### src/rtl/serial_adder_2x1_mux_pkg.sv
// Shared definitions for the bit-serial mux-built adder/subtractor family.
// FSM encoding is common to both arithmetic variants.
package serial_adder_2x1_mux_pkg;

  typedef enum logic [1:0] {
    ST_IDLE  = 2'd0,
    ST_SHIFT = 2'd1,
    ST_DONE  = 2'd2
  } state_t;

endpackage

### src/rtl/mux_2x1_cell.sv
// Single 2:1 multiplexer cell; the only datapath primitive
// used to build the serial full-adder bit.
module mux_2x1_cell (
  input  logic in0,
  input  logic in1,
  input  logic sel,
  output logic out
);

  assign out = sel ? in1 : in0;

endmodule

### src/rtl/serial_adder_2x1_mux.sv
// LSB-first bit-serial adder, one bit per clock, valid/ready on
// both sides, full-adder bit built purely from 2:1 mux cells.
module serial_adder_2x1_mux
  import serial_adder_2x1_mux_pkg::*;
#(
  parameter int WIDTH = 8
) (
  input  logic             clk,
  input  logic             rst_n,
  input  logic             in_valid,
  output logic             in_ready,
  input  logic [WIDTH-1:0] a,
  input  logic [WIDTH-1:0] b,
  input  logic             cin,
  output logic             out_valid,
  input  logic             out_ready,
  output logic [WIDTH-1:0] sum,
  output logic             cout
);

  localparam int CW = $clog2(WIDTH + 1);

  state_t           state;
  logic [WIDTH-1:0] a_sr;
  logic [WIDTH-1:0] b_sr;
  logic [WIDTH-1:0] sum_sr;
  logic             carry;
  logic [CW-1:0]    cnt;

  logic x;
  logic s;
  logic co;
  logic [WIDTH-1:0] sum_nxt;
  logic             last;

  // x = a^b, s = x^c, co = x ? c : a (majority)
  mux_2x1_cell u_x (
    .in0 (b_sr[0]),
    .in1 (~b_sr[0]),
    .sel (a_sr[0]),
    .out (x)
  );

  mux_2x1_cell u_s (
    .in0 (x),
    .in1 (~x),
    .sel (carry),
    .out (s)
  );

  mux_2x1_cell u_co (
    .in0 (a_sr[0]),
    .in1 (carry),
    .sel (x),
    .out (co)
  );

  assign sum_nxt = {s, sum_sr[WIDTH-1:1]};
  assign last    = (cnt == CW'(WIDTH - 1));

  always_ff @(posedge clk or negedge rst_n) begin
    if (!rst_n) begin
      state     <= ST_IDLE;
      a_sr      <= '0;
      b_sr      <= '0;
      sum_sr    <= '0;
      carry     <= 1'b0;
      cnt       <= '0;
      sum       <= '0;
      cout      <= 1'b0;
      out_valid <= 1'b0;
      in_ready  <= 1'b1;
    end else begin
      unique case (state)
        ST_IDLE: begin
          if (in_valid) begin
            a_sr     <= a;
            b_sr     <= b;
            carry    <= cin;
            cnt      <= '0;
            in_ready <= 1'b0;
            state    <= ST_SHIFT;
          end
        end
        ST_SHIFT: begin
          a_sr   <= a_sr >> 1;
          b_sr   <= b_sr >> 1;
          sum_sr <= sum_nxt;
          carry  <= co;
          cnt    <= cnt + CW'(1);
          if (last) begin
            sum       <= sum_nxt;
            cout      <= co;
            out_valid <= 1'b1;
            state     <= ST_DONE;
          end
        end
        ST_DONE: begin
          if (out_ready) begin
            out_valid <= 1'b0;
            in_ready  <= 1'b1;
            state     <= ST_IDLE;
          end
        end
        default: begin
          out_valid <= 1'b0;
          in_ready  <= 1'b1;
          state     <= ST_IDLE;
        end
      endcase
    end
  end

endmodule

### config.mk
export PLATFORM = sky130hd
export DESIGN_NAME = serial_adder_2x1_mux
export DESIGN_NICKNAME = d
export VERILOG_FILES = /design/src/rtl/serial_adder_2x1_mux_pkg.sv /design/src/rtl/mux_2x1_cell.sv /design/src/rtl/serial_adder_2x1_mux.sv
export SDC_FILE = /design/constraint.sdc
export NUM_CORES = 1
export LEC_CHECK = 0
export ABC_AREA = 1
export BUFFER_PORTS_ARGS = -buffer_cell sky130_fd_sc_hd__buf_4
export CAP_MARGIN = 20
export CORE_MARGIN = 1.5
export CORE_UTILIZATION = 26
export CTS_BUF_LIST = sky130_fd_sc_hd__clkbuf_4
export DETAILED_ROUTE_END_ITERATION = 7
export HOLD_SLACK_MARGIN = 0.02
export PLACE_DENSITY = 0.41
export SLEW_MARGIN = 40
export SYNTH_ARGS = -nofsm -noshare
export SYNTH_HDL_FRONTEND = slang
export SYNTH_SLANG_ARGS = --single-unit
export TNS_END_PERCENT = 10
### constraint.sdc
create_clock -name clk -period 3.53 [get_ports clk]
set_input_delay 0.706 -clock clk [delete_from_list [all_inputs] [get_ports clk]]
set_output_delay 0.706 -clock clk [all_outputs]
set_load 0.01 [all_outputs]
# After elaboration in Yosys (flattened, before gate mapping)
# Cells that the tools add are included.
[word_totals]
regBits = 42
out_inout_bits = 11
elab_cells = 49
[op_classes]
addsub = 1
n_eq_ne = 6
n_mux = 21
n_bitwise = 4
reduce_logical = 7
[op_table]
columns = ["operator", "count"]
rows = [
  ["$pmux W8 S2", 2],
  ["$mux W8", 2],
  ["$reduce_and A3 Y1", 3],
  ["$mux W1", 8],
  ["$pmux W4 S2", 1],
  ["$mux W2", 3],
  ["$ne A2 B2 Y1 const B", 3],
  ["$pmux W1 S3", 2],
  ["$pmux W2 S3", 1],
  ["$add A4 B1 Y4 const B", 1],
  ["$eq A4 B3 Y1 const B", 1],
  ["$mux W4", 1],
  ["$not A1 Y1", 4],
  ["$reduce_and A2 Y1", 2],
  ["$eq A2 B1 Y1 const B", 1],
  ["$eq A2 B2 Y1 const B", 1],
  ["$logic_not A2 Y1", 1],
  ["$pmux W1 S2", 1],
  ["$reduce_bool A2 Y1", 1],
]

# Longest topological paths before layout
[depth]
depth_word = 4
mapped_depth = 7
ltp_nobuf = 6

# Modules after synthesis
# A second synthesis with hierarchy kept.
[unflattened]
hier_cells = 210
hier_area_um2 = 1804.2
[modules_own_cells]
columns = ["mod", "instances", "cells_per_inst", "area_per_inst_um2"]
rows = [
  ["serial_adder_2x1_mux", 1, 198, 1759.2],
  ["mux_2x1_cell", 3, 4, 15.0],
]

# Least setup slack after synthesis
# No wires, ideal clock.
[synth_timing]
path_kind = "input-to-reg"
from = "input port in_valid"
to = "register a_sr[0]"
setup_ns = 0.068
t_arrival_ns = 1.195
required_ns = 3.462
path_slack_ns = 2.267
cell_stages = 5
path_buffers = 1
path_cell_list = "nand2_2 nor2_4 buf_4 nand2_1 nand3_1"
[synth_between]
elab_chain_len = 2
[synth_lines]
columns = ["item", "line", "text"]
rows = [
  ["from (decl)", "serial_adder_2x1_mux.sv:10", "input logic in_valid,"],
  ["$ne A2 B2 Y1 (no source line)", "n/a", ""],
  ["$reduce_and A2 Y1 (no source line)", "n/a", ""],
  ["to (signal assigned)", "serial_adder_2x1_mux.sv:86", "a_sr <= a_sr >> 1;"],
  ["to (decl)", "serial_adder_2x1_mux.sv:24", "logic [WIDTH-1:0] a_sr;"],
]
# Every way passes these cells.
# A chain may end at the register's enable or synchronous reset.

# Worst setup path after layout
[layout_timing]
from = "register state[1]"
to = "register sum[5]"
[layout_between]
elab_chain_len = 2
[layout_lines]
columns = ["item", "line", "text"]
rows = [
  ["from (decl)", "serial_adder_2x1_mux.sv:23", "state_t state;"],
  ["from (signal assigned)", "serial_adder_2x1_mux.sv:63", "state <= ST_IDLE;"],
  ["from (signal assigned)", "serial_adder_2x1_mux.sv:82", "state <= ST_SHIFT;"],
  ["from (signal assigned)", "serial_adder_2x1_mux.sv:95", "state <= ST_DONE;"],
  ["$eq A2 B1 Y1", "serial_adder_2x1_mux.sv:74", "unique case (state)"],
  ["$reduce_and A2 Y1 (no source line)", "n/a", ""],
  ["to (signal assigned)", "serial_adder_2x1_mux.sv:92", "sum <= sum_nxt;"],
  ["to (decl)", "serial_adder_2x1_mux.sv:17", "output logic [WIDTH-1:0] sum,"],
]
# Every way passes these cells.

==> results.py <==
metrics = {
    "synthesis": {
        "syn-cell-area_sq_um": 1814,
        "synthTopCellsByArea": "dfrtp_1 (55%), nand2_1 (14%), nand3_1 (11%), o21ai_2 (2.9%), o21ai_1 (1.9%)",
        "synth.avg_cell_area_sq_um": 8.850,
        "synth-seq-cells": 41,
        "yosysTopAreaCellShare_pct": 55.17,
        "synth_nets": 227,
        "netlist_instances": 205,
        "yosys_warnings": 0,
        "synth_seq_area_share_pct": 56.62,
        "yosys.cell_types.count": 21,
        "post-synth-top-area-cell": "dfrtp_1",
    },
    "clocking": {
        "cts_tree": "done",
        "post_cts_buffers": 0,
        "path_clk_slew_ps": 120,
        "clockBufferDepth": 2,
        "numCtsBuffers": 5,
        "cts_resized": 0,
        "clkSinkCount": 41,
        "htree_levels": 2,
        "ctsHoldBuffers": 0,
        "clock-root-buffer": "clkbuf_4",
        "clk_latency_ps": 340,
    },
    "sta": {
        "fin_crit_ps": 2060,
        "finalSetupTns_ps": 0,
        "worst_pin_slew_ps": 688.1,
        "clock_skew_ps": 5.852,
        "maxSlewViolCount": 0,
        "rsz0062_at_grt": "false",
        "timing.fmax_ghz": 0.4855,
        "relSlewSlack_pct": 53.96,
        "setup_viol": 0,
        "period_share_pct": 58.35,
        "hold_viol": 0,
    },
    "global_routing": {
        "grt_use_met3_pct": 2.667,
        "grt_pass1_wl_um": 6285,
        "met1_usage_pct": 14.23,
        "grt_use_met2_pct": 16.97,
        "gr-total-overflow": 0,
        "busiest_layer": "met2",
        "antenna_found_initial": 0,
        "grt_pass1_vias": 1356,
        "grt_use_total_pct": 10.85,
        "grt_max_degree": 42,
    },
    "cells_and_area": {
        "drive_gt1_share_pct": 23.08,
        "nFillCells": 745,
        "synthToLayoutAreaGrowth_pct": 17.10,
        "finalNetCount": 255,
        "diodes": 0,
    },
    "worst_setup_path": {
        "cp.buffers_inverters": 2,
        "crit_fanout": 38,
        "cpPeakStageDelay_ps": 500,
        "r2r_slack_ps": 1470,
        "reg2reg_to": "sum[5]$_DFFE_PN0P_",
        "worstPathCellList": "inv_2 > nand2_2 > inv_2 > nand2_2 > nand2_1 > o21ai_2",
        "crit_path_end_kind": "flip-flop",
        "start_kind": "flip-flop",
        "reg2reg_depth": 6,
        "cp.required_ps": 3760,
        "critPathArrivalTime_ps": 2290,
        "worstReg2RegStart": "state[1]$_DFFE_PN0P_",
        "crit_slowest_cell": "inv_2",
        "critical_path_class": "flip-flop to flip-flop",
        "critPathTopFamily": "simple AND/OR/NAND/NOR gates",
    },
    "drt": {
        "drt_iter0_drc": 63,
        "wl_per_cell_um": 11.53,
        "vias": 1407,
        "avgViaCountPerCell": 4.481,
        "postRouteAntennaNets": 0,
        "wirelength_um": 3619,
        "drc": 0,
        "dr.pass1.iters": 4,
    },
    "die": {
        "io_pins": 32,
        "die_x_um": 86.54,
        "die_area_sq_um": 7488,
        "core-area_sq_um": 6756,
        "start_util_pct": 26.85,
        "placementRows": 30,
        "die_height_um": 86.54,
    },
    "pwr": {
        "irDropWorstVdd_mv": 0.1570,
        "leakagePower_nw": 1.057,
        "power_w": 0.001640,
        "power.density_nw_per_um2": 772.0,
    },
    "placed_design": {
        "gp_congestion": 0.6692,
        "port_buffers": 31,
        "dp_hpwl_um": 2362,
    },
    "hold_path": {
        "min_path_type": "input pin to asynchronous set/reset pin",
    },
    "run": {
        "cap_violations": 0,
    },
    "status": {
        "status": "completed",
    },
}
layout by cell type (no fill, tap or decap), drive strengths merged:
master  instances
inv            13
xnor2           1
clkbuf          5
buf            31
nand3          42
nand4           1
o21ai          16
a21oi           2
dfrtp          40
dfstp           1
ha              1
nand2          70
clkinv          3
nor2            8
Yosys cell counts, drive strengths merged:
cell type / instances
nor2: 8
dfstp: 1
ha: 1
xnor2: 1
nand3: 42
inv: 13
buf: 10
nand2: 70
dfrtp: 40
a21oi: 2
o21ai: 16
nand4: 1
how the worst max path moves through the flow:
stage,start,endpoint,slack [ps],cells past startpoint
2_1_floorplan,in_valid,a_sr[0]$_DFFE_PN0P_,2270,5
3_3_place_gp,state[1]$_DFFE_PN0P_,sum[5]$_DFFE_PN0P_,1480,6
3_5_place_dp,state[1]$_DFFE_PN0P_,sum[5]$_DFFE_PN0P_,1430,6
4_1_cts,state[1]$_DFFE_PN0P_,sum[5]$_DFFE_PN0P_,1400,6
5_1_grt,state[1]$_DFFE_PN0P_,sum[5]$_DFFE_PN0P_,1210,6
6_report,state[1]$_DFFE_PN0P_,sum[5]$_DFFE_PN0P_,1470,6
cells by family (layout without fill, tap and decap cells):
kind of cell | after synthesis | after routing | share of synthesized area, %
AO/OA/AOI/OAI | 18 | 18 | 6.206
XOR/XNOR | 1 | 1 | 0.4828
adder cells (fa/ha/maj) | 1 | 1 | 0.6895
buffers and inverters | 23 | 52 | 6.689
flip-flops | 41 | 41 | 56.62
AND/OR/NAND/NOR | 121 | 121 | 29.31
per-layer routing:
metal,share of wire (%),vias to the layer above
met1,49,649
li1,-,723
met4,1.9,0
met2,44,30
met3,4.8,5
met5,0,-
per-stage QoR:
step / utilization [%] / std cells / hold WS [ps] / instance area (sq um) / worst slack, ps
4_1_cts: 31.44 / 314 / 340.6 / 2125 / 1402
5_1_grt: 31.44 / 314 / 361.1 / 2125 / 1209
6_report: 31.44 / 314 / 327.6 / 2125 / 1470
3_5_place_dp: 30.70 / 306 / 460.8 / 2074 / 1432
3_3_place_gp: 30.70 / 306 / 463.1 / 2074 / 1477
2_1_floorplan: - / 205 / 410.4 / 1814 / 2267
sequential cells by signal (all words and copies together) (netlist names):
| register | cells |
|---|---|
| sum_sr | 7 |
| cout | 1 |
| in_ready | 1 |
| out_valid | 1 |
| b_sr | 8 |
| cnt | 4 |
| a_sr | 8 |
| state | 2 |
| carry | 1 |
| sum | 8 |
final cells by class:
type	count	area [sq um]	area share [%]
repair buffers	31	232.7	10.95
flip-flops and latches	41	1027	48.35
multi-input cells	141	665.6	31.33
clock buffers	5	37.54	1.767
inverters	13	48.80	2.297
clock inverters	3	12.51	0.5889
well taps	80	100.1	4.711
where the power goes:
part | internal (W) | switching (W) | total, W
sequential | 0.000666 | 0.000113 | 0.000779
clock | 0.0000722 | 0.000147 | 0.000219
combinational | 0.000248 | 0.000394 | 0.000642
total | 0.000986 | 0.000654 | 0.00164
No activity file was read; power rests on OpenSTA's default activity.
